===== src/rtl/fc_neuron_seq_if.sv =====
// Stream, weight-load and result handshake bundle for fc_neuron_seq.
interface fc_neuron_seq_if #(
  parameter int WIDTH = 8,
  parameter int IN    = 128,
  parameter int LANES = 4
);
  localparam int OUT_W = 2*WIDTH + $clog2(IN) + 1;
  localparam int AW    = $clog2(IN);

  logic                   in_valid;
  logic                   in_ready;
  logic [LANES*WIDTH-1:0] in_data;
  logic                   w_we;
  logic [AW-1:0]          w_addr;
  logic [WIDTH-1:0]       w_data;
  logic                   b_we;
  logic [2*WIDTH-1:0]     b_data;
  logic                   out_valid;
  logic                   out_ready;
  logic [OUT_W-1:0]       out_data;

  modport master (
    output in_valid, in_data, w_we, w_addr, w_data, b_we, b_data, out_ready,
    input  in_ready, out_valid, out_data
  );

  modport slave (
    input  in_valid, in_data, w_we, w_addr, w_data, b_we, b_data, out_ready,
    output in_ready, out_valid, out_data
  );
endinterface


===== src/rtl/fc_neuron_seq.sv =====
// Time-multiplexed fully-connected neuron: LANES MACs per beat, loadable weights/bias.
// Define FC_NEURON_RELU_EN to clamp negative results to zero; otherwise the raw sum is output.
module fc_neuron_seq #(
  parameter int WIDTH = 8,
  parameter int IN    = 128,
  parameter int LANES = 4
) (
  input logic           clk,
  input logic           rst,
  fc_neuron_seq_if.slave bus
);
  localparam int OUT_W  = 2*WIDTH + $clog2(IN) + 1;
  localparam int AW     = $clog2(IN);
  localparam int BEATS  = IN / LANES;
  localparam int CNT_W  = (BEATS > 1) ? $clog2(BEATS) : 1;
  localparam int PROD_W = 2*WIDTH;
  localparam int SUM_W  = 2*WIDTH + $clog2(LANES);

  localparam logic [1:0] S_IDLE  = 2'd0;
  localparam logic [1:0] S_ACC   = 2'd1;
  localparam logic [1:0] S_DRAIN = 2'd2;
  localparam logic [1:0] S_OUT   = 2'd3;

  logic [1:0]               state_q, state_d;
  logic [CNT_W-1:0]         beat_cnt_q, beat_cnt_d;
  logic                     s1_valid_q, s1_first_q, s1_last_q;
  logic signed [SUM_W-1:0]  sum_q;
  logic                     s2_valid_q, s2_last_q;
  logic signed [OUT_W-1:0]  acc_q, acc_d;
  logic                     out_valid_q, out_valid_d;
  logic [OUT_W-1:0]         out_data_q, out_data_d;
  logic signed [WIDTH-1:0]  weights_q [IN];
  logic signed [2*WIDTH-1:0] bias_q;

  logic                     in_ready;
  logic                     accept;
  logic                     last_beat;
  logic                     cfg_wr_en;
  logic [AW-1:0]            beat_base;
  logic signed [PROD_W-1:0] prod [LANES];
  logic signed [SUM_W-1:0]  lane_sum;
  logic signed [OUT_W-1:0]  sum_ext, bias_ext, total;

  assign in_ready  = (state_q == S_IDLE) || (state_q == S_ACC);
  assign accept    = bus.in_valid && in_ready;
  assign last_beat = (beat_cnt_q == CNT_W'(BEATS - 1));
  // Config writes only land while nothing is moving through the datapath.
  assign cfg_wr_en = (state_q == S_IDLE) && !accept && !s1_valid_q && !s2_valid_q;
  assign beat_base = AW'(beat_cnt_q) * AW'(LANES);

  for (genvar k = 0; k < LANES; k++) begin : g_lane
    logic [AW-1:0] idx;
    assign idx     = beat_base + AW'(k);
    assign prod[k] = $signed(bus.in_data[k*WIDTH +: WIDTH]) * weights_q[idx];
  end

  always_comb begin
    // NOTE: every always_comb output gets a default first so no path leaves it unassigned (no latch).
    lane_sum = '0;
    for (int k = 0; k < LANES; k++) lane_sum = lane_sum + SUM_W'(prod[k]);
  end

  assign sum_ext  = OUT_W'(sum_q);
  assign bias_ext = OUT_W'(bias_q);
  assign total    = acc_q + bias_ext;

  always_comb begin
    state_d    = state_q;
    beat_cnt_d = beat_cnt_q;
    case (state_q)
      S_IDLE, S_ACC: begin
        if (accept) begin
          if (last_beat) begin
            state_d    = S_DRAIN;
            beat_cnt_d = '0;
          end else begin
            state_d    = S_ACC;
            beat_cnt_d = beat_cnt_q + 1'b1;
          end
        end
      end
      S_DRAIN: if (s2_last_q) state_d = S_OUT;
      S_OUT:   if (bus.out_ready) state_d = S_IDLE;
      default: state_d = S_IDLE;
    endcase
  end

  always_comb begin
    acc_d       = acc_q;
    out_valid_d = out_valid_q;
    out_data_d  = out_data_q;
    // First lane sum of an inference overwrites the stale total from the previous one.
    if (s1_valid_q) acc_d = s1_first_q ? sum_ext : acc_q + sum_ext;
    if (s2_last_q) begin
      out_valid_d = 1'b1;
`ifdef FC_NEURON_RELU_EN
      out_data_d  = total[OUT_W-1] ? '0 : total;
`else
      out_data_d  = total;
`endif
    end else if (out_valid_q && bus.out_ready) begin
      out_valid_d = 1'b0;
    end
  end

  always_ff @(posedge clk) begin
    // NOTE: sequential state uses non-blocking assignments so every register samples pre-edge values.
    if (rst) begin
      state_q     <= S_IDLE;
      beat_cnt_q  <= '0;
      s1_valid_q  <= 1'b0;
      s1_first_q  <= 1'b0;
      s1_last_q   <= 1'b0;
      sum_q       <= '0;
      s2_valid_q  <= 1'b0;
      s2_last_q   <= 1'b0;
      acc_q       <= '0;
      out_valid_q <= 1'b0;
      out_data_q  <= '0;
    end else begin
      state_q     <= state_d;
      beat_cnt_q  <= beat_cnt_d;
      s1_valid_q  <= accept;
      s1_first_q  <= accept && (state_q == S_IDLE);
      s1_last_q   <= accept && last_beat;
      if (accept) sum_q <= lane_sum;
      s2_valid_q  <= s1_valid_q;
      s2_last_q   <= s1_valid_q && s1_last_q;
      acc_q       <= acc_d;
      out_valid_q <= out_valid_d;
      out_data_q  <= out_data_d;
    end
  end

  always_ff @(posedge clk) begin
    // NOTE: the weight file is reset deliberately; a reset neuron must compute with all-zero weights.
    if (rst) begin
      for (int i = 0; i < IN; i++) weights_q[i] <= '0;
      bias_q <= '0;
    end else if (cfg_wr_en) begin
      if (bus.w_we) weights_q[bus.w_addr] <= bus.w_data;
      if (bus.b_we) bias_q <= bus.b_data;
    end
  end

  assign bus.in_ready  = in_ready;
  assign bus.out_valid = out_valid_q;
  assign bus.out_data  = out_data_q;
endmodule


===== src/flat_wrapper.sv =====
// flat-port wrapper written by rule: the top's interface ports become plain ports
module fc_neuron_seq_flat 
#(
  parameter int WIDTH = 8,
  parameter int IN    = 128,
  parameter int LANES = 4
)
  (clk, rst, bus_in_valid, bus_in_data, bus_w_we, bus_w_addr, bus_w_data, bus_b_we, bus_b_data, bus_out_ready, bus_in_ready, bus_out_valid, bus_out_data);
  fc_neuron_seq_if #(.WIDTH(WIDTH), .IN(IN), .LANES(LANES)) bus_i ();
  input logic clk;
  input logic rst;
  input wire logic [$bits(bus_i.in_valid)-1:0] bus_in_valid;
  input wire logic [$bits(bus_i.in_data)-1:0] bus_in_data;
  input wire logic [$bits(bus_i.w_we)-1:0] bus_w_we;
  input wire logic [$bits(bus_i.w_addr)-1:0] bus_w_addr;
  input wire logic [$bits(bus_i.w_data)-1:0] bus_w_data;
  input wire logic [$bits(bus_i.b_we)-1:0] bus_b_we;
  input wire logic [$bits(bus_i.b_data)-1:0] bus_b_data;
  input wire logic [$bits(bus_i.out_ready)-1:0] bus_out_ready;
  output wire logic [$bits(bus_i.in_ready)-1:0] bus_in_ready;
  output wire logic [$bits(bus_i.out_valid)-1:0] bus_out_valid;
  output wire logic [$bits(bus_i.out_data)-1:0] bus_out_data;
  assign bus_i.in_valid = bus_in_valid;
  assign bus_i.in_data = bus_in_data;
  assign bus_i.w_we = bus_w_we;
  assign bus_i.w_addr = bus_w_addr;
  assign bus_i.w_data = bus_w_data;
  assign bus_i.b_we = bus_b_we;
  assign bus_i.b_data = bus_b_data;
  assign bus_i.out_ready = bus_out_ready;
  assign bus_in_ready = bus_i.in_ready;
  assign bus_out_valid = bus_i.out_valid;
  assign bus_out_data = bus_i.out_data;
  fc_neuron_seq #(.WIDTH(WIDTH), .IN(IN), .LANES(LANES)) u_core (.clk(clk), .rst(rst), .bus(bus_i));
endmodule

===== config.mk =====
export PLATFORM = sky130hd
export DESIGN_NAME = fc_neuron_seq_flat
export DESIGN_NICKNAME = d
export VERILOG_FILES = /design/src/rtl/fc_neuron_seq_if.sv /design/src/rtl/fc_neuron_seq.sv /design/src/flat_wrapper.sv
export SDC_FILE = /design/constraint.sdc
export NUM_CORES = 2
export LEC_CHECK = 0
export ABC_CLOCK_PERIOD_IN_PS = 10450
export CAP_MARGIN = 10
export CELL_PAD_IN_SITES_DETAIL_PLACEMENT = 0
export CELL_PAD_IN_SITES_GLOBAL_PLACEMENT = 1
export CORE_MARGIN = 5
export CORE_UTILIZATION = 53
export CTS_CLUSTER_DIAMETER = 50
export CTS_CLUSTER_SIZE = 12
export DETAILED_ROUTE_END_ITERATION = 10
export PLACE_DENSITY_LB_ADDON = 0.12
export RECOVER_POWER = 50
export SYNTH_ARGS = -nofsm -noshare
export SYNTH_HDL_FRONTEND = slang
export SYNTH_SLANG_ARGS = --single-unit

===== constraint.sdc =====
create_clock -name clk -period 10.45 [get_ports clk]
set_input_delay 1.5675 -clock clk [delete_from_list [all_inputs] [get_ports clk]]
set_output_delay 1.5675 -clock clk [all_outputs]
set_load 0.05 [all_outputs]

# ---- Word-level counts from Yosys, hierarchy flattened
# Memories as Yosys holds them, arrays and structs flattened. A register that Yosys moved wholly into a read port is not among the register bits.
# Index checks and enable logic that the tools add are counted.
dict set report word_totals {
  register_bits 95
  mem_bits_rw 1024
  inputBits 69
  elab_cells 72
  memories 1
}
# memory words word_bits rd rd_ports_with_merged_regs write_ports line_no
set memory_table {}
lappend memory_table {u_core.weights_q 128 8 4 1 128 fc_neuron_seq.sv:32} ;# logic signed [WIDTH-1:0] weights_q [IN];
dict set report op_classes {
  addsub 9
  n_mul 4
  n_eq_ne 7
  n_mux 20
  n_reduce_logical 19
}
# cell n
set op_table {}
lappend op_table {{8-bit by 8-bit multiplier with 16-bit output} 4}
lappend op_table {{24-bit by 16-bit adder with 24-bit output} 1}
lappend op_table {{24-bit by 18-bit adder with 24-bit output} 1}
lappend op_table {{24-bit two-way mux} 1}
lappend op_table {{7-bit two-way mux} 3}
lappend op_table {{17-bit by 16-bit adder with 18-bit output} 1}
lappend op_table {{18-bit by 16-bit adder with 18-bit output} 1}
lappend op_table {{16-bit by 16-bit adder with 17-bit output} 1}
lappend op_table {{7-bit by 2-bit adder with 7-bit output, second input constant} 2}
lappend op_table {{1-bit two-way mux} 9}
lappend op_table {{1-bit logical AND} 8}
lappend op_table {{2-bit two-way mux} 4}
lappend op_table {{8-bit two-way mux} 1}
lappend op_table {{8-bit OR reduction} 1}
lappend op_table {{7-bit by 1-bit adder with 7-bit output, second input constant} 1}
lappend op_table {{2-bit one-hot mux with 3 select lines} 1}
lappend op_table {{5-bit by 1-bit adder with 5-bit output, second input constant} 1}
lappend op_table {{5-bit equality test, second input constant} 1}
lappend op_table {{5-bit two-way mux} 1}
lappend op_table {{2-bit equality test, second input constant} 2}
lappend op_table {{2-bit by 1-bit != test with 1-bit output, second input constant} 2}
lappend op_table {{2-bit AND reduction} 2}
lappend op_table {{1-bit zero test} 3}
lappend op_table {{3-bit AND reduction} 1}
lappend op_table {{other kinds (6)} 6}

# ---- Longest topological paths before layout
dict set report logic_depth {
  ltp_word 12
  ltp_mapped 31
  mapped_depth_nobuf 29
}

# ---- Least setup slack after synthesis
# Ideal clock, no wire load.
dict set report synth_path {
  kind {reg2reg}
  startpoint {register u_core.beat_cnt_q[1]}
  endpoint {register u_core.sum_q[17]}
  arrival_time_ns 8.470
  t_required_ns 10.364
  setup_slack_ns 1.895
  stages_incl_launch_ff 28
  path_buffers 3
  path_cell_list {dfxtp_1 clkbuf_1 clkbuf_1 clkbuf_1 mux4_2 mux4_2 mux2_2 and2_1 fa_1 inv_1 fa_1 fa_1 fa_1 inv_1 fa_1 fa_1 fa_1 fa_1 ha_1 a21o_1 a21o_1 a2111oi_0 nor2_1 and4_1 o31ai_1 o21ai_0 xnor2_1 a211oi_1}
}
dict set report synth_between {
  elab_chain_cells 6
  elab_cells_between_ends 10
  classes_between {add/sub: 6; mul: 3; memory: 1}
}
# element line_no
set synth_rtl {}
lappend synth_rtl {{start, declared} fc_neuron_seq.sv:25} ;# logic [CNT_W-1:0] beat_cnt_q, beat_cnt_d;
lappend synth_rtl {{start signal, assigned} fc_neuron_seq.sv:122} ;# beat_cnt_q <= beat_cnt_d;
lappend synth_rtl {{7-bit by 1-bit adder with 7-bit output} fc_neuron_seq.sv:53} ;# assign idx = beat_base + AW'(k);
lappend synth_rtl {{memory read 128 x 8 bit (*)} n/a}
lappend synth_rtl {{8-bit by 8-bit multiplier with 16-bit output} fc_neuron_seq.sv:54} ;# assign prod[k] = $signed(bus.in_data[k*WIDTH +: WIDTH]) * weights_q[idx];
lappend synth_rtl {{16-bit by 16-bit adder with 17-bit output} fc_neuron_seq.sv:60} ;# for (int k = 0; k < LANES; k++) lane_sum = lane_sum + SUM_W'(prod[k]);
lappend synth_rtl {{17-bit by 16-bit adder with 18-bit output} fc_neuron_seq.sv:60}
lappend synth_rtl {{18-bit by 16-bit adder with 18-bit output (*)} fc_neuron_seq.sv:60}
lappend synth_rtl {{end signal, assigned} fc_neuron_seq.sv:126} ;# if (accept) sum_q <= lane_sum;
lappend synth_rtl {{end, declared} fc_neuron_seq.sv:27} ;# logic signed [SUM_W-1:0] sum_q;
# Mark *: on every way between the ends. The rest lies on a longest branch, timed or not.
# A chain may end at the register's enable or synchronous reset.

# ---- Worst setup path after layout
dict set report layout_path {
  startpoint {register u_core.beat_cnt_q[0]}
  endpoint {register u_core.sum_q[17]}
}
# Same word-level chain as after synthesis.

==> results.md <==
- Gates resized, CTS repair: 0
- Worst path slowest cell: mux2i_2
- Initial antenna violation count: 3
- Status: finished with violations
- Vias in the first global route: between 30000 and 40000
- TritonCTS buffer count: 120
- Crit Path Category: flop to flop
- Seq. cell area: between 0.03 and 0.04 sq mm
- WL met1: 66700 microns
- Area Overhead vs Synth: 9.27%
- Hpwl dp: ~110000 microns
- Yosys warning count: 0
- FP Rows: about 130
- Synthesized flop and latch total: 1124
- Top_reg_cell synth: edfxtp_1
- EDFF count, synth: approximately 1000
- Fill count: just under 10000
- Number of remaining DRC errors: 0
- Final period utilization: 0.921
- Top Layer Used: met5
- CTS Hold Bufs: 0
- WL met3: ~9300 microns
- Largest net degree at the start of global routing: about 150
- CTS tree: yes
- NumNets Final: ~5400
- Detailed Route Iter0 Violations: 3295
- # IOs: 95
- Metal2 WL: approximately 83000 microns
- Worst-skew pair later-pin latency: 740 ps
- Measured slew at the worst slew-check pin: ~5600 ps
- Total track usage: 0.253
- Clock root cell: clkbuf_16
- Synth Instances: between 4000 and 5000
- Asr flop ratio synth: 0
- # clock sinks: between 1000 and 1500
- Initial Util: 0.532
- Routability cong.: about 0.83
- Clock buffer depth: 3
- Share of post-route cells with drive strength above 1: 0.134
- Final Critical Period: 9620 ps
- Rel. slew slack: -2.74
- Gr ovfl total: 0
- Min-Delay Path Class: flop to flop
- Syn nets: roughly 5400
- Mean post-synth cell area: 13.2 sq um
- 1st-pass router iterations: 5
- IO Port Bufs: 94
- Critical path startpoint category: flop
- Multi-input logic area: 0.0287 sq mm
- RSZ-0062 raised after global routing: no
- CP peak stage delay: around 660 ps
- Die width: roughly 360 microns
- FMAX: 104 MHz
- Final wirelength: ~160000 microns
- Sequential element share of the synthesized area: 0.507
- CP max FO: 22
- Final TNS setup: 0 ps
- Worst EP required: between 10000 and 15000 ps
- Post-Syn Area: approximately 0.065 sq mm
- DR WL/cell: 24.9 microns
- Core Box Area: approximately 0.12 sq mm
- Die Y: ~360 microns
- First-pass GRT wire length: 250000 microns
- Crit end category: flop
- Post-CTS setup buffers: 0
- Critical Path AT: just over 10000 ps
- H-tree levels: 3
- Failing checks: max-capacitance violations, max-slew violations
- Final Hold Fails: 0
- Mean number of vias per cell: about 5.8
- Slew Limit Fails: between 500 and 600
- ANT nets after route: 0
- Worst path most repeated cell: fa_1
- Die Footprint: around 0.13 sq mm
- Clk slew on worst S/H paths: around 60 ps
- Vias: about 38000
- Skew final: 29.1 ps
- Unique masters post-synth: between 70 and 80
- Setup violations, final: 0
- Max_cap viols: 11
[metal layers]
layer / GRT usage / vias to the layer above
li1: - / 17400
met1: 0.344 / 19600
met2: 0.435 / 1048
met3: 0.0355 / 201
met4: 0.0659 / 4
met5: 0 / -
[cell usage in the layout (no fill, tap or decap), types with 25 or more instances in the layout]
master           netlist  final
nor3_1                30     25
buf_4                  7     79
dlygate4sd3_1          0     27
nor2b_1              155    155
nor2_1               116    136
and2_1               418    180
inv_1                390    389
xnor2_1               44     44
o21ai_0               81     83
a21oi_1               76     76
and2_0                 0    238
clkbuf_16              0    122
edfxtp_1            1024   1024
ha_1                 145    145
fa_1                 320    320
nand2_1              318    318
and3_1               639    639
mux4_2               320    320
clkbuf_1             315     62
dfxtp_1              100     93
clkdlybuf4s50_1        0     58
nand2b_1              47     47
[flip-flops by register name (all words and copies together) (netlist names), named ones only]
signal,cells
u_core.bias_q,16
u_core.s2_last_q,1
u_core.state_q,2
u_core.weights_q,1024
u_core.sum_q,18
u_core.s2_valid_q,1
u_core.s1_valid_q,1
u_core.s1_last_q,1
u_core.bus.out_data,24
u_core.acc_q,24
u_core.bus.out_valid,1
u_core.beat_cnt_q,5
u_core.s1_first_q,1
[layout make-up]
| class | count | area share |
|---|---|---|
| Antenna cell | 1 | 0.0000354 |
| Clock buffer | 151 | 0.0455 |
| Clock inverter | 52 | 0.00799 |
| Inverter | 392 | 0.0209 |
| Multi-Input combinational cell | 3000 | 0.407 |
| Sequential cell | 1124 | 0.464 |
| Tap cell | 1625 | 0.0288 |
| Timing Repair Buffer | 218 | 0.0259 |
[kinds of logic after synthesis]
logic type                 synth area share
and+or+nand+nor                       0.160
buffers and inverters                0.0474
DFF                                   0.507
AOI/OAI and AO/OA                    0.0286
adders and majority gates             0.127
muxes                                 0.123
xor gates and xnor gates            0.00772
[synth_stat cells (all sizes together) (5+ instances only)]
| cell | number | share of area |
|---|---|---|
| nand3 | 18 | 0.0016 |
| o21a | 14 | 0.0016 |
| a211oi | 16 | 0.0020 |
| ha | 145 | 0.028 |
| mux2i | 42 | 0.0096 |
| a21oi | 76 | 0.0059 |
| xnor2 | 44 | 0.0060 |
| xor2 | 13 | 0.0018 |
| nand2 | 318 | 0.018 |
| nand4 | 6 | 0.00058 |
| and2 | 418 | 0.040 |
| dfxtp | 100 | 0.031 |
| o211a | 6 | 0.00093 |
| o211ai | 15 | 0.0017 |
| inv | 392 | 0.023 |
| nor4 | 5 | 0.0012 |
| or3 | 9 | 0.00087 |
| or2 | 18 | 0.0017 |
| nor2b | 155 | 0.015 |
| mux2 | 8 | 0.0014 |
| nor3 | 31 | 0.0026 |
| and3 | 639 | 0.062 |
| edfxtp | 1024 | 0.48 |
| o21ai | 83 | 0.0065 |
| o21bai | 9 | 0.0010 |
| fa | 320 | 0.099 |
| buf | 77 | 0.0062 |
| a31oi | 10 | 0.00097 |
| mux4 | 320 | 0.11 |
| clkbuf | 317 | 0.018 |
| a21o | 19 | 0.0022 |
| nand2b | 47 | 0.0045 |
| o31ai | 5 | 0.00058 |
| nor2 | 146 | 0.0096 |
[worst max-delay path: cells and delay by family (launching register included)]
kind / cells / cell delay, ps
adder cells (fa/ha/maj): 9 / 4400
multiplexers: 3 / 1800
AND/OR/NAND/NOR: 4 / 1020
XOR/XNOR: 1 / 180
buffers and inverters: 4 / 610
flip-flops: 1 / 590
AO/OA/AOI/OAI: 4 / 770
[worst paths after layout]
check	slack, ps	from	end	cells past startpoint
setup / recovery	830	u_core.beat_cnt_q[0]$_SDFFE_PP0P_	u_core.sum_q[17]$_SDFFE_PP0P_	25
hold / removal	420	u_core.s1_last_q$_SDFF_PP0_	u_core.s2_last_q$_SDFF_PP0_	1
hold reg to reg	420	u_core.s1_last_q$_SDFF_PP0_	u_core.s2_last_q$_SDFF_PP0_	1
setup reg to reg	830	u_core.beat_cnt_q[0]$_SDFFE_PP0P_	u_core.sum_q[17]$_SDFFE_PP0P_	25
[metrics by stage]
stage,worst slack (ps),std cells,hold WS (ps),instance area (sq um),utilization
after floorplan,1890,4910,406,64600,-
after global placement,889,6354,411,67100,0.552
after detailed placement,856,6354,412,67100,0.552
after CTS,799,6557,426,70900,0.583
after global routing,369,6562,444,70600,0.581
final,829,6563,423,70600,0.581
Power is left out: the tool's default activity adds up to more than one toggle a clock period on the data nets, which glitch-free logic cannot reach.
